<file path="config.mk">
export PLATFORM = sky130hd
export DESIGN_NAME = rgb_stream_packer_flat
export DESIGN_NICKNAME = d
export VERILOG_FILES = /design/src/rtl/rgb_stream_packer_if.sv /design/src/rtl/rgb_stream_packer.sv /design/src/flat_wrapper.sv
export SDC_FILE = /design/constraint.sdc
export NUM_CORES = 1
export LEC_CHECK = 0
export CAP_MARGIN = 10
export CORE_UTILIZATION = 40
export CTS_CLUSTER_DIAMETER = 50
export CTS_CLUSTER_SIZE = 12
export DETAILED_ROUTE_END_ITERATION = 16
export SLEW_MARGIN = 0
export SYNTH_ARGS = -nofsm -noshare
export SYNTH_HDL_FRONTEND = slang
export SYNTH_SLANG_ARGS = --single-unit
</file>
<file path="constraint.sdc">
create_clock -name aclk -period 4.6 [get_ports aclk]
set_input_delay 0.92 -clock aclk [delete_from_list [all_inputs] [get_ports aclk]]
set_output_delay 0.92 -clock aclk [all_outputs]
set_load 0.02 [all_outputs]
</file>
<file path="src/rtl/rgb_stream_packer_if.sv">
// Pixel-in / AXI4-Stream-out bundle for rgb_stream_packer.
// slave = packer side, master = pixel source plus stream sink.
interface rgb_stream_packer_if;
    logic [7:0]  r;
    logic [7:0]  g;
    logic [7:0]  b;
    logic        valid;
    logic        sof;
    logic        eol;
    logic        in_stream_ready;
    logic [31:0] out_stream_tdata;
    logic [3:0]  out_stream_tkeep;
    logic        out_stream_tlast;
    logic        out_stream_tuser;
    logic        out_stream_tvalid;
    logic        out_stream_tready;

    modport slave (
        input  r, g, b, valid, sof, eol, out_stream_tready,
        output in_stream_ready, out_stream_tdata, out_stream_tkeep,
               out_stream_tlast, out_stream_tuser, out_stream_tvalid
    );

    modport master (
        output r, g, b, valid, sof, eol, out_stream_tready,
        input  in_stream_ready, out_stream_tdata, out_stream_tkeep,
               out_stream_tlast, out_stream_tuser, out_stream_tvalid
    );
endinterface

</file>
<file path="src/rtl/rgb_stream_packer.sv">
// Packs 24-bit RGB pixels into 32-bit AXI4-Stream words (4 px -> 3 words).
// Optional PACKER_LINE_CNT_EN adds the line_count output and counter.
module rgb_stream_packer #(
    parameter int LINE_CNT_W = 16
) (
    input  logic                  aclk,
    input  logic                  aresetn,
`ifdef PACKER_LINE_CNT_EN
    output logic [LINE_CNT_W-1:0] line_count,
`endif
    rgb_stream_packer_if.slave    s
);
    typedef enum logic {PACK, FLUSH} state_e;

    if (LINE_CNT_W < 1) begin : g_bad_width
        $error("LINE_CNT_W must be at least 1");
    end

    state_e      state_q, state_d;
    logic [1:0]  phase_q, phase_d;
    logic [23:0] res_q, res_d;
    logic [3:0]  fkeep_q, fkeep_d;
    logic        pend_q, pend_d;
    logic [31:0] tdata_q, tdata_d;
    logic [3:0]  tkeep_q, tkeep_d;
    logic        tlast_q, tlast_d;
    logic        tuser_q, tuser_d;
    logic        tvalid_q, tvalid_d;

    logic [23:0] px;
    logic [1:0]  ph;
    logic        out_free, ready, accept, wuser;
    logic        load, llast, luser;
    logic [31:0] ldata;
    logic [3:0]  lkeep;

    always_comb begin
        state_d  = state_q;
        phase_d  = phase_q;
        res_d    = res_q;
        fkeep_d  = fkeep_q;
        pend_d   = pend_q;
        tdata_d  = tdata_q;
        tkeep_d  = tkeep_q;
        tlast_d  = tlast_q;
        tuser_d  = tuser_q;
        tvalid_d = tvalid_q;
        load     = 1'b0;
        ldata    = '0;
        lkeep    = '0;
        llast    = 1'b0;
        luser    = 1'b0;

        px       = {s.r, s.g, s.b};
        out_free = !tvalid_q || s.out_stream_tready;
        ready    = (state_q == PACK) && (phase_q == 2'd0 || out_free);
        accept   = s.valid && ready;
        // sof realigns to a fresh group, dropping any residue
        ph       = s.sof ? 2'd0 : phase_q;
        wuser    = s.sof || pend_q;

        if (tvalid_q && s.out_stream_tready) tvalid_d = 1'b0;

        if (state_q == FLUSH) begin
            if (out_free) begin
                load    = 1'b1;
                ldata   = {8'h00, res_q};
                lkeep   = fkeep_q;
                llast   = 1'b1;
                luser   = pend_q;
                res_d   = '0;
                state_d = PACK;
            end
        end else if (accept) begin
            case (ph)
                2'd0: begin
                    phase_d = 2'd0;
                    if (s.eol) begin
                        if (out_free) begin
                            load  = 1'b1;
                            ldata = {8'h00, px};
                            lkeep = 4'b0111;
                            llast = 1'b1;
                            luser = wuser;
                        end else begin
                            // output busy: park the lone pixel and emit it via FLUSH
                            res_d   = px;
                            fkeep_d = 4'b0111;
                            pend_d  = wuser;
                            state_d = FLUSH;
                        end
                    end else begin
                        res_d   = px;
                        pend_d  = wuser;
                        phase_d = 2'd1;
                    end
                end
                2'd1: begin
                    load  = 1'b1;
                    ldata = {px[7:0], res_q};
                    lkeep = 4'hF;
                    luser = pend_q;
                    res_d = {8'h00, px[23:8]};
                    if (s.eol) begin
                        fkeep_d = 4'b0011;
                        state_d = FLUSH;
                        phase_d = 2'd0;
                    end else begin
                        phase_d = 2'd2;
                    end
                end
                2'd2: begin
                    load  = 1'b1;
                    ldata = {px[15:0], res_q[15:0]};
                    lkeep = 4'hF;
                    luser = pend_q;
                    res_d = {16'h0000, px[23:16]};
                    if (s.eol) begin
                        fkeep_d = 4'b0001;
                        state_d = FLUSH;
                        phase_d = 2'd0;
                    end else begin
                        phase_d = 2'd3;
                    end
                end
                default: begin
                    load    = 1'b1;
                    ldata   = {px, res_q[7:0]};
                    lkeep   = 4'hF;
                    llast   = s.eol;
                    luser   = pend_q;
                    res_d   = '0;
                    phase_d = 2'd0;
                end
            endcase
        end

        if (load) begin
            tvalid_d = 1'b1;
            tdata_d  = ldata;
            tkeep_d  = lkeep;
            tlast_d  = llast;
            tuser_d  = luser;
            pend_d   = 1'b0;
        end
    end

`ifdef PACKER_LINE_CNT_EN
    logic [LINE_CNT_W-1:0] lc_q, lc_d;

    always_comb begin
        lc_d = lc_q;
        if (tvalid_q && s.out_stream_tready) begin
            if (tuser_q)      lc_d = tlast_q ? LINE_CNT_W'(1) : '0;
            else if (tlast_q) lc_d = lc_q + LINE_CNT_W'(1);
        end
    end

    always_ff @(posedge aclk or negedge aresetn) begin
        if (!aresetn) lc_q <= '0;
        else          lc_q <= lc_d;
    end

    assign line_count = lc_q;
`endif

    always_ff @(posedge aclk or negedge aresetn) begin
        if (!aresetn) begin
            state_q  <= PACK;
            phase_q  <= 2'd0;
            res_q    <= '0;
            fkeep_q  <= '0;
            pend_q   <= 1'b0;
            tdata_q  <= '0;
            tkeep_q  <= '0;
            tlast_q  <= 1'b0;
            tuser_q  <= 1'b0;
            tvalid_q <= 1'b0;
        end else begin
            state_q  <= state_d;
            phase_q  <= phase_d;
            res_q    <= res_d;
            fkeep_q  <= fkeep_d;
            pend_q   <= pend_d;
            tdata_q  <= tdata_d;
            tkeep_q  <= tkeep_d;
            tlast_q  <= tlast_d;
            tuser_q  <= tuser_d;
            tvalid_q <= tvalid_d;
        end
    end

    assign s.in_stream_ready   = ready;
    assign s.out_stream_tdata  = tdata_q;
    assign s.out_stream_tkeep  = tkeep_q;
    assign s.out_stream_tlast  = tlast_q;
    assign s.out_stream_tuser  = tuser_q;
    assign s.out_stream_tvalid = tvalid_q;
endmodule

</file>
<file path="src/flat_wrapper.sv">
// flat-port wrapper written by rule: the top's interface ports become plain ports
module rgb_stream_packer_flat 
#(
    parameter int LINE_CNT_W = 16
)
  (aclk, aresetn, s_r, s_g, s_b, s_valid, s_sof, s_eol, s_out_stream_tready, s_in_stream_ready, s_out_stream_tdata, s_out_stream_tkeep, s_out_stream_tlast, s_out_stream_tuser, s_out_stream_tvalid);
  rgb_stream_packer_if s_i ();
  input  logic aclk;
  input  logic aresetn;
  input wire logic [$bits(s_i.r)-1:0] s_r;
  input wire logic [$bits(s_i.g)-1:0] s_g;
  input wire logic [$bits(s_i.b)-1:0] s_b;
  input wire logic [$bits(s_i.valid)-1:0] s_valid;
  input wire logic [$bits(s_i.sof)-1:0] s_sof;
  input wire logic [$bits(s_i.eol)-1:0] s_eol;
  input wire logic [$bits(s_i.out_stream_tready)-1:0] s_out_stream_tready;
  output wire logic [$bits(s_i.in_stream_ready)-1:0] s_in_stream_ready;
  output wire logic [$bits(s_i.out_stream_tdata)-1:0] s_out_stream_tdata;
  output wire logic [$bits(s_i.out_stream_tkeep)-1:0] s_out_stream_tkeep;
  output wire logic [$bits(s_i.out_stream_tlast)-1:0] s_out_stream_tlast;
  output wire logic [$bits(s_i.out_stream_tuser)-1:0] s_out_stream_tuser;
  output wire logic [$bits(s_i.out_stream_tvalid)-1:0] s_out_stream_tvalid;
  assign s_i.r = s_r;
  assign s_i.g = s_g;
  assign s_i.b = s_b;
  assign s_i.valid = s_valid;
  assign s_i.sof = s_sof;
  assign s_i.eol = s_eol;
  assign s_i.out_stream_tready = s_out_stream_tready;
  assign s_in_stream_ready = s_i.in_stream_ready;
  assign s_out_stream_tdata = s_i.out_stream_tdata;
  assign s_out_stream_tkeep = s_i.out_stream_tkeep;
  assign s_out_stream_tlast = s_i.out_stream_tlast;
  assign s_out_stream_tuser = s_i.out_stream_tuser;
  assign s_out_stream_tvalid = s_i.out_stream_tvalid;
  rgb_stream_packer #(.LINE_CNT_W(LINE_CNT_W)) u_core (.aclk(aclk), .aresetn(aresetn), .s(s_i));
endmodule
</file>
Word level (Yosys, flattened, before mapping)

Index checks and enable logic that the tools add are counted.

Bitwise logic cells: 1
Equal/unequal tests: 10
Mux-type cells: 56
Reductions and logical operators: 19

Operators by type and width:

| cell                                                                    | number |
|---|---|
| 24-bit two-way mux                                                      | 7 |
| 32-bit two-way mux                                                      | 3 |
| 32-bit one-hot mux with 3 select lines                                  | 1 |
| 24-bit one-hot mux with 3 select lines                                  | 1 |
| 4-bit two-way mux                                                       | 9 |
| 1-bit two-way mux                                                       | 27 |
| 2-bit inequality test, second input constant                            | 6 |
| 4-bit one-hot mux with 3 select lines                                   | 1 |
| 2-bit nonzero test                                                      | 4 |
| 7-bit AND reduction                                                     | 1 |
| 2-bit two-way mux                                                       | 3 |
| 2-bit one-hot mux with 3 select lines                                   | 1 |
| 2-bit zero test                                                         | 2 |
| 4-bit by 3-bit inequality test with 1-bit output, second input constant | 1 |
| 1-bit one-hot mux with 2 select lines                                   | 2 |
| 4-bit AND reduction                                                     | 1 |
| 1-bit logical AND                                                       | 3 |
| 1-bit logical OR                                                        | 3 |
| 3-bit two-way mux                                                       | 1 |
| 3-bit inequality test, second input constant                            | 1 |
| 3-bit AND reduction                                                     | 1 |
| 3-bit nonzero test                                                      | 1 |
| 2-bit by 1-bit == test with 1-bit output, second input constant         | 1 |
| 2-bit == test, second input constant                                    | 1 |
| 4 further kinds                                                         | 4 |

Bits of input ports: 30
Register bits after elaboration: 71
Output and inout port bits: 40
Word-level logic and storage cells: 96

Depth between registers and ports, before layout

Gate-level depths: netlist of run 1.

Depth after elaboration: 9
Depth in mapped cells: 10
Depth with buffers taken out: 7

Least setup slack after synthesis of run 1

Ideal clock, no wire load.

Path type: input to register
Start point: in s_sof
End point: reg u_core.res_q[10]
Buffers on the path: 1
Required time: 4.475 ns
Arrival time: 2.361 ns
Slack: 2.114 ns
Setup time: 0.125 ns
Stages on the path: 7
Path through: nand2b_1 -> ha_1 -> nand2_1 -> nor2_1 -> o21ai_4 -> buf_12 -> mux2_4

Longest elaborated chain between the ends: 5
Elaborated cells between the ends (all ways): 9
Those cells by class: eq/ne (3); mux (4); reduce/logical (2)

RTL lines:

| item                                   | RTL line                 | RTL |
|---|---|---|
| from (decl)                            | flat_wrapper.sv:14       | `input wire logic [$bits(s_i.sof)-1:0] s_sof;` |
| 2-bit two-way mux *                    | rgb_stream_packer.sv:59  | `ph = s.sof ? 2'd0 : phase_q;` |
| 2-bit == test (tied with other cells)  | rgb_stream_packer.sv:75  | `case (ph)` |
| 24-bit one-hot mux with 3 select lines | rgb_stream_packer.sv:75  |  |
| 24-bit two-way mux                     | rgb_stream_packer.sv:74  | `end else if (accept) begin` |
| 24-bit two-way mux                     | rgb_stream_packer.sv:64  | `if (state_q == FLUSH) begin` |
| to (signal assigned)                   | rgb_stream_packer.sv:182 | `res_q <= res_d;` |
| to (decl)                              | rgb_stream_packer.sv:21  | `logic [23:0] res_q, res_d;` |

Mark *: on every way between the ends. The rest lies on a longest branch, timed or not. The select of a mux whose other input is x is not followed.
A chain may end at the register's enable or synchronous reset.

Worst setup path in the final report of run 1

Start point: in s_sof
End point: reg u_core.tdata_q[29] (netlist: u_core.s.out_stream_tdata[29])

Longest elaborated chain between the ends: 5
Elaborated cells between the ends (all ways): 10
Those cells by class: eq/ne (2); mux (7); reduce/logical (1)

RTL lines:

| item                                                                        | RTL line                 | RTL |
|---|---|---|
| 2-bit two-way mux *                                                         | rgb_stream_packer.sv:59  |  |
| 2-bit == test (tied with other cells)                                       | rgb_stream_packer.sv:75  |  |
| 32-bit one-hot mux with 3 select lines or 1-bit two-way mux (tied branches) | rgb_stream_packer.sv:75  |  |
| 32-bit two-way mux or 1-bit two-way mux (tied branches)                     | rgb_stream_packer.sv:74  |  |
| 32-bit two-way mux or 1-bit two-way mux (tied branches)                     | rgb_stream_packer.sv:64  |  |
| to (signal assigned)                                                        | rgb_stream_packer.sv:185 | `tdata_q <= tdata_d;` |
| to (decl)                                                                   | rgb_stream_packer.sv:24  | `logic [31:0] tdata_q, tdata_d;` |

Mark *: on every way between the ends. The rest lies on a longest branch, timed or not.

==> results.md, run 1 <==
- Total Wirelength: 12.0 mm
- Worst R2R Path Depth: 5
- Wire length per cell after detailed routing: 20.6 um
- Power density relative to cell area: 613 nW/um2
- Max FO, Critical Path: 18
- Fraction of final layout cells sized beyond drive strength 1: 15.7%
- Number of cells on the worst hold path: 1
- Unrepaired setup endpoints after global routing: no
- DP Wirelength: 7.96 mm
- Result of the run: finished clean
- First-pass detailed-route iteration total: 5
- Worst Skew: 0.00975 ns
- Top cells by area in the synthesized netlist: sky130_fd_sc_hd__dfrtp_1, sky130_fd_sc_hd__mux2_4, sky130_fd_sc_hd__nand2_1, sky130_fd_sc_hd__a221oi_1, sky130_fd_sc_hd__o211ai_1
- Most used DFF post-synth: sky130_fd_sc_hd__dfrtp_1
- Tightest Pin Transition: approximately 1.1 ns
- Final core utilization: 51.4%
- Final Hold Vio Count: 0
- Clk sinks: 70
- Count of hold buffers inserted by post-cts repair: 0
- LEAKAGE: 2.14 nW
- Share of the clock period used by the worst path after layout: 73.9%
- Classification of the worst setup path: input pin to register
- H-tree levels: 3
- Slowest stage delay, CP: between 0.7 and 0.8 ns
- Final estimated routing congestion in global placement: 0.903
- Number of ports placed on the die boundary: 70
- Largest buffer count on any clock path: 2
- Synth Instances: a little under 400
- Final ANT Viol Nets: 0
- Wire length of the first global-routing pass: approximately 19 mm
- Worst supply voltage drop on vdd: between 200 and 250 uV
- EDFF count, synth: 0
- Number of cell rows: 36
- Resize count post-CTS: 0
- Asr flop ratio synth: 100%
- Number of setup buffers added after CTS: 0
- Final #Nets: 476
- Number of buffers added by the clock tree synthesis step: 9
- Library cell occupying the most area in the post-synthesis netlist: sky130_fd_sc_hd__dfrtp_1
- Clock input transition at the sequential cells of the worst setup and hold paths: around 0.080 ns
- Vias: around 3500
- Path category of the worst min-delay check: register to register
- Count of buffer and inverter cells on the critical path: 2
- Antenna Diode Count: 0
- Latest clock arrival within the worst-skew pair: 0.36 ns
- Remaining DRCs: 0
- Height of the die: between 100 and 150 um
- TritonCTS clock tree: built
- Number of port buffers: 69
- Final-layout fill cell count: roughly 890
- Slowest cell on the critical path: sky130_fd_sc_hd__a21oi_2
- Starting DRC count in detailed routing: 299
- Number of antenna violations at the first check in global routing: 0
- Element type at the critical path start: input pin
- Area share of the largest cell type after synthesis: 43.5%
- Synthesized Nets: about 420
- Largest net degree at the start of global routing: 48
- Worst hold margin: 0.475 ns
- GR Util All Layers: 24.3%
- Floorplan die area: approximately 10000 um2
- Vias per cell: just over 6
- Synth-to-layout area growth: 24.6%
- Post-route cell area: 5020 um2
- Sequential fraction of the synthesis area: roughly 43%
- Crit path capture type: register
- X dimension of the die: between 100 and 150 um
- Worst slew margin: 28.5%
- Final Critical Period: ~3.4 ns
- Cell Area, Placed: 4770 um2
- Max-slew violation total from the final report: 0
- List of cells traversed by the critical path: clkdlybuf4s50_1, nand2b_1, ha_1, o21ai_4, a21oi_2, buf_4, mux2_2
- Number of global-route vias before repair: 3341
- Overall power: 0.00308 W
- CTS Root Buffer Type: sky130_fd_sc_hd__clkbuf_8
- Max-cap violations: 0
- Count of warnings emitted by yosys: 0
- Sum of overflow across all layers after global routing: 0
- Number of failing setup endpoints in the final timing report: 0
- Core outline area: 9770 um2
- Netlist cell types: 47
- Number of logic stages on the critical path including buffering: 7
- Achievable clock frequency: 294 MHz
- Number of synthesized register bits: 70
- Mapped cell area: about 4000 um2
- Initial Utilization: 41.2%
- Per-instance average area after synthesis: just over 10 um2
- WP data arrival: 3.64 ns
- Worst EP required: roughly 4.8 ns
- Category of cells accounting for the largest share of critical-path delay: compound AO/OA/AOI/OAI gates
- Fin Setup TNS: 0 ns
-- synthesized netlist by cell type (2+ instances only) --
library cell and n:
sky130_fd_sc_hd__o21a_1 2, sky130_fd_sc_hd__buf_12 2, sky130_fd_sc_hd__and3_1 9, sky130_fd_sc_hd__buf_2 13, sky130_fd_sc_hd__a22oi_1 8, sky130_fd_sc_hd__clkbuf_1 19
sky130_fd_sc_hd__mux2_2 12, sky130_fd_sc_hd__o21ai_0 9, sky130_fd_sc_hd__mux2i_1 2, sky130_fd_sc_hd__o311ai_0 8, sky130_fd_sc_hd__o211ai_1 18, sky130_fd_sc_hd__a221o_1 9
sky130_fd_sc_hd__o41ai_1 2, sky130_fd_sc_hd__dfrtp_1 70, sky130_fd_sc_hd__and2_1 9, sky130_fd_sc_hd__nor3_1 2, sky130_fd_sc_hd__a21oi_1 3, sky130_fd_sc_hd__o2111ai_1 15
sky130_fd_sc_hd__a211oi_1 8, sky130_fd_sc_hd__inv_1 23, sky130_fd_sc_hd__nor2_1 22, sky130_fd_sc_hd__o31ai_1 9, sky130_fd_sc_hd__buf_4 2, sky130_fd_sc_hd__o21ai_4 2
sky130_fd_sc_hd__nand2_1 42, sky130_fd_sc_hd__a221oi_1 16, sky130_fd_sc_hd__ha_1 4, sky130_fd_sc_hd__nand2b_1 3, sky130_fd_sc_hd__a222oi_1 8, sky130_fd_sc_hd__mux2_4 20
-- logic make-up after synthesis --
| kind of cell | after synthesis | share of synthesized area [%] |
|---|---|---|
| flip-flops | 70 | 43.5 |
| adder cells (fa/ha/maj) | 4 | 1.24 |
| AND/OR/NAND/NOR | 94 | 11.1 |
| AO/OA/AOI/OAI | 126 | 25.8 |
| buffers and inverters | 60 | 7.17 |
| multiplexers | 34 | 11.3 |
-- final timing paths --
path                                             from                       endpoint  slack, ns
hold / removal                      u_core.fkeep_q[0]              u_core.fkeep_q[0]       0.47
hold reg to reg                     u_core.fkeep_q[0]              u_core.fkeep_q[0]       0.47
max in group asynchronous                     aresetn                  u_core.pend_q       2.93
setup / recovery                                s_sof  u_core.s.out_stream_tdata[29]       1.20
min in group asynchronous                     aresetn              u_core.fkeep_q[1]       0.75
setup reg to reg           u_core.s.out_stream_tvalid  u_core.s.out_stream_tdata[29]       1.92
-- flip-flops by register name (all words and copies together) (netlist names) --
| register | cells |
|---|---|
| u_core.s.out_stream_tdata | 32 |
| u_core.fkeep_q | 3 |
| u_core.res_q | 24 |
| u_core.s.out_stream_tvalid | 1 |
| u_core.s.out_stream_tuser | 1 |
| u_core.phase_q | 2 |
| u_core.s.out_stream_tlast | 1 |
| u_core.pend_q | 1 |
| u_core.s.out_stream_tkeep | 4 |
| u_core.state_q | 1 |
-- metal layers --
metal / vias to the layer above / wire (um) / GRT usage (%)
met3: 29 / 721 / 3.83
met1: 1740 / 5560 / 35.5
met5: - / 0 / 0
met2: 155 / 5320 / 35.4
li1: 1578 / - / -
met4: 0 / 371 / 10.3
-- metrics by stage --
stage          setup WS, ns  instances
2_1_floorplan          2.11        388
3_3_place_gp          0.991        564
3_5_place_dp          0.870        564
4_1_cts                1.23        580
5_1_grt                1.08        580
6_report               1.20        580
-- cell type report --
| cell class | instances | area (um2) | area share (%) |
|---|---|---|---|
| multi-input cells | 258 | 1990 | 39.6 |
| flip-flops and latches | 70 | 1750 | 34.9 |
| repair buffers | 80 | 781 | 15.5 |
| well taps | 133 | 166 | 3.31 |
| clock buffers | 11 | 141 | 2.82 |
| clock inverters | 5 | 106 | 2.12 |
| inverters | 23 | 86.3 | 1.72 |
-- power by group --
group          leakage [nW]  switching [W]  internal [W]  total, W
sequential            0.869       0.000174      0.000870   0.00104
combinational          1.15       0.000718      0.000686   0.00140
clock                 0.120       0.000254      0.000376  0.000631
-- layout by cell type, fill, tap and decap left out, types with 9 or more instances in the layout --
cell                              netlist  layout
sky130_fd_sc_hd__o31ai_1                9       9
sky130_fd_sc_hd__and3_1                 9       9
sky130_fd_sc_hd__clkbuf_8               0      10
sky130_fd_sc_hd__dfrtp_1               70      70
sky130_fd_sc_hd__nand2_1               42      42
sky130_fd_sc_hd__mux2_4                20      20
sky130_fd_sc_hd__o21ai_0                9       9
sky130_fd_sc_hd__o211ai_1              18      18
sky130_fd_sc_hd__a221oi_1              16      16
sky130_fd_sc_hd__clkdlybuf4s50_1        0      68
sky130_fd_sc_hd__buf_4                  2      10
sky130_fd_sc_hd__mux2_2                12      12
sky130_fd_sc_hd__nor2_1                22      22
sky130_fd_sc_hd__and2_1                 9       9
sky130_fd_sc_hd__inv_1                 23      23
sky130_fd_sc_hd__a221o_1                9       9
sky130_fd_sc_hd__o2111ai_1             15      15
Power figures use the tool's default switching activity.
==> run 2: changes to the inputs <==
--- a/config.mk
+++ b/config.mk
@@ -10,6 +10,7 @@
 export CTS_CLUSTER_DIAMETER = 50
 export CTS_CLUSTER_SIZE = 12
 export DETAILED_ROUTE_END_ITERATION = 16
+export PLACE_DENSITY = 0.66
 export SLEW_MARGIN = 0
 export SYNTH_ARGS = -nofsm -noshare
 export SYNTH_HDL_FRONTEND = slang
==> constraint.sdc (replaced) <==
create_clock -name aclk -period 3.1 [get_ports aclk]
set_input_delay 0.62 -clock aclk [delete_from_list [all_inputs] [get_ports aclk]]
set_output_delay 0.62 -clock aclk [all_outputs]
set_load 0.02 [all_outputs]
==> results.md, run 2 (synthesis gave the netlist of run 1 again) <==
- Initial Utilization: 41.2% (unchanged)
- Number of cell rows: 36 (unchanged)
- Number of setup buffers added after CTS: 0 (unchanged)
- Wire length per cell after detailed routing: 20.7 um (about the same)
- Largest buffer count on any clock path: 2 (unchanged)
- Final Hold Vio Count: 0 (unchanged)
- Most frequent standard cell in the layout excluding fill and tap cells: sky130_fd_sc_hd__dfrtp_1
- Max-slew violation total from the final report: 0 (unchanged)
- Element type at the critical path start: input pin
- Path category of the worst min-delay check: input pin to asynchronous set/reset pin
- Power density relative to cell area: 898 nW/um2 (+46%)
- Classification of the worst setup path: input pin to output pin
- Wire length of the first global-routing pass: 19.4 mm (+3.1%)
- Share of the clock period used by the worst path after layout: 85.4%
- GR Util All Layers: 24.9% (+0.64 points)
- Number of antenna violations at the first check in global routing: 0 (unchanged)
- First-pass detailed-route iteration total: 6 (+1)
- Final setup slack of the worst path: 0.454 ns (-0.747 ns)
- Clock input transition at the sequential cells of the worst setup and hold paths: 0.08 ns (about the same)
- Crit path capture type: output pin
- Final estimated routing congestion in global placement: 0.840 (-6.9%)
- Worst slew margin: 46.7% (+18 points)
- Number of global-route vias before repair: 3565 (+6.7%)
- Final #Nets: 485 (+1.9%)
- Resize count post-CTS: 0 (unchanged)
- TritonCTS clock tree: built
- Final Critical Period: about 2.6 ns
- Worst supply voltage drop on vdd: 382 uV (+82%)
- Vias: 3553 (+1.5%)
- Fin Setup TNS: 0 ns (unchanged)
- Number of port buffers: 69 (unchanged)
- Height of the die: 102 um (unchanged)
- Max-cap violations: 0 (unchanged)
- Unrepaired setup endpoints after global routing: no
- WP data arrival: 2.03 ns (-1.61 ns)
- Vias per cell: 6.03 (about the same)
- H-tree levels: 3 (unchanged)
- Antenna Diode Count: 0 (unchanged)
- Clk sinks: 70 (unchanged)
- Pre-CTS worst setup slack: 0.222 ns (-0.648 ns)
- Final-layout fill cell count: 895 (+0.11%)
- Core outline area: 9770 um2 (unchanged)
- Starting DRC count in detailed routing: 348 (+16%)
- Final ANT Viol Nets: 0 (unchanged)
- Number of buffers added by the clock tree synthesis step: 9 (unchanged)
- Total Wirelength: 12.2 mm (+1.6%)
- Largest net degree at the start of global routing: 41 (-15%)
- Remaining DRCs: 0 (unchanged)
- LEAKAGE: 2.19 nW (+2.2%)
- Sum of overflow across all layers after global routing: 0 (unchanged)
- Most frequent cells in the layout: sky130_fd_sc_hd__dfrtp_1, sky130_fd_sc_hd__clkdlybuf4s50_1, sky130_fd_sc_hd__nand2_1
- X dimension of the die: 102 um (unchanged)
- Worst Skew: 0.0115 ns (+0.00177 ns)
- Number of failing setup endpoints in the final timing report: 0 (unchanged)
- DP Wirelength: 8.07 mm (+1.5%)
- Cell Area, Placed: 4870 um2 (+1.9%)
- Count of hold buffers inserted by post-cts repair: 0 (unchanged)
- Fraction of final layout cells sized beyond drive strength 1: 17.1% (+1.4 points)
- Achievable clock frequency: ~380 MHz
- Result of the run: finished clean
- Worst EP required: 2.48 ns (-2.36 ns)
- Floorplan die area: 10500 um2 (unchanged)
- Max FO, Critical Path: 8 (-10)
- Latest clock arrival within the worst-skew pair: 0.35 ns (about the same)
- Post-route cell area: 5100 um2 (+1.6%)
- Synth-to-layout area growth: 26.7%
- Number of ports placed on the die boundary: 70 (unchanged)
- Flip-flop count of the largest register, all copies and words added: 32 (unchanged)
- CTS Root Buffer Type: sky130_fd_sc_hd__clkbuf_8
- Tightest Pin Transition: 0.799 ns (-0.274 ns)
[run 2: cell count changes in the layout (fill, tap and decap cells not counted)]
| cell | before | now |
|---|---|---|
| sky130_fd_sc_hd__clkbuf_8 | 10 | 9 |
| sky130_fd_sc_hd__buf_12 | 1 | 3 |
| sky130_fd_sc_hd__inv_6 | 0 | 1 |
| sky130_fd_sc_hd__clkinv_4 | 1 | 0 |
| sky130_fd_sc_hd__buf_4 | 10 | 17 |
| sky130_fd_sc_hd__clkbuf_1 | 1 | 2 |
[run 2: where the power goes]
group	internal [W]	switching [W]
Sequential	0.00129	0.000255
Clock	0.000538	0.000363
Combinational	0.00105	0.00109
[run 2: final timing paths]
kind / from / to / slack, ns / cells past startpoint
max: s_out_stream_tready / s_in_stream_ready / 0.45 / 5
min: aresetn / u_core.s.out_stream_tkeep[0] / 0.35 / 1
max reg2reg: u_core.phase_q[1] / u_core.res_q[5] / 0.97 / 7
min reg2reg: u_core.fkeep_q[0] / u_core.fkeep_q[0] / 0.49 / 1
max in group asynchronous: aresetn / u_core.fkeep_q[1] / 2.09 / 2
min in group aclk: u_core.fkeep_q[0] / u_core.fkeep_q[0] / 0.49 / 1
[run 2: layout make-up]
class | count | area (um2) | share of cell area [%]
inverter | 23 | 86.3 | 1.69
clock inverter | 5 | 106 | 2.08
sequential | 70 | 1750 | 34.3
tap | 133 | 166 | 3.26
timing repair buffer | 89 | 873 | 17.1
clock buffer | 11 | 131 | 2.57
multi-input combinational | 258 | 1990 | 39.0
[run 2: through the flow]
| stage | util [%] | std cells | total power, W | hold slack, ns |
|---|---|---|---|---|
| finish | 52.2 | 589 | 0.00458 | 0.346 |
| CTS | 52.2 | 589 | 0.00460 | 0.372 |
| detailed placement | 49.8 | 573 | 0.00369 | 0.470 |
| floorplan | - | 388 | 0.00289 | 0.324 |
| global placement | 49.8 | 573 | 0.00365 | 0.452 |
| global route | 52.2 | 589 | 0.00485 | 0.410 |
[run 2: routing by layer]
metal | share of wire, % | vias up | track usage, %
li1 | - | 1594 | -
met1 | 43 | 1759 | 33.2
met3 | 7.2 | 25 | 4.92
met2 | 47 | 175 | 39.1
met4 | 2.6 | 0 | 11.3
met5 | 0 | - | 0
[run 2: worst max-delay path: stages]
cell and delay, ns:
sky130_fd_sc_hd__clkdlybuf4s50_1 0.48, sky130_fd_sc_hd__nand2b_4 0.17, sky130_fd_sc_hd__nor2_1 0.06, sky130_fd_sc_hd__nor2_1 0.09
sky130_fd_sc_hd__clkdlybuf4s50_1 0.61
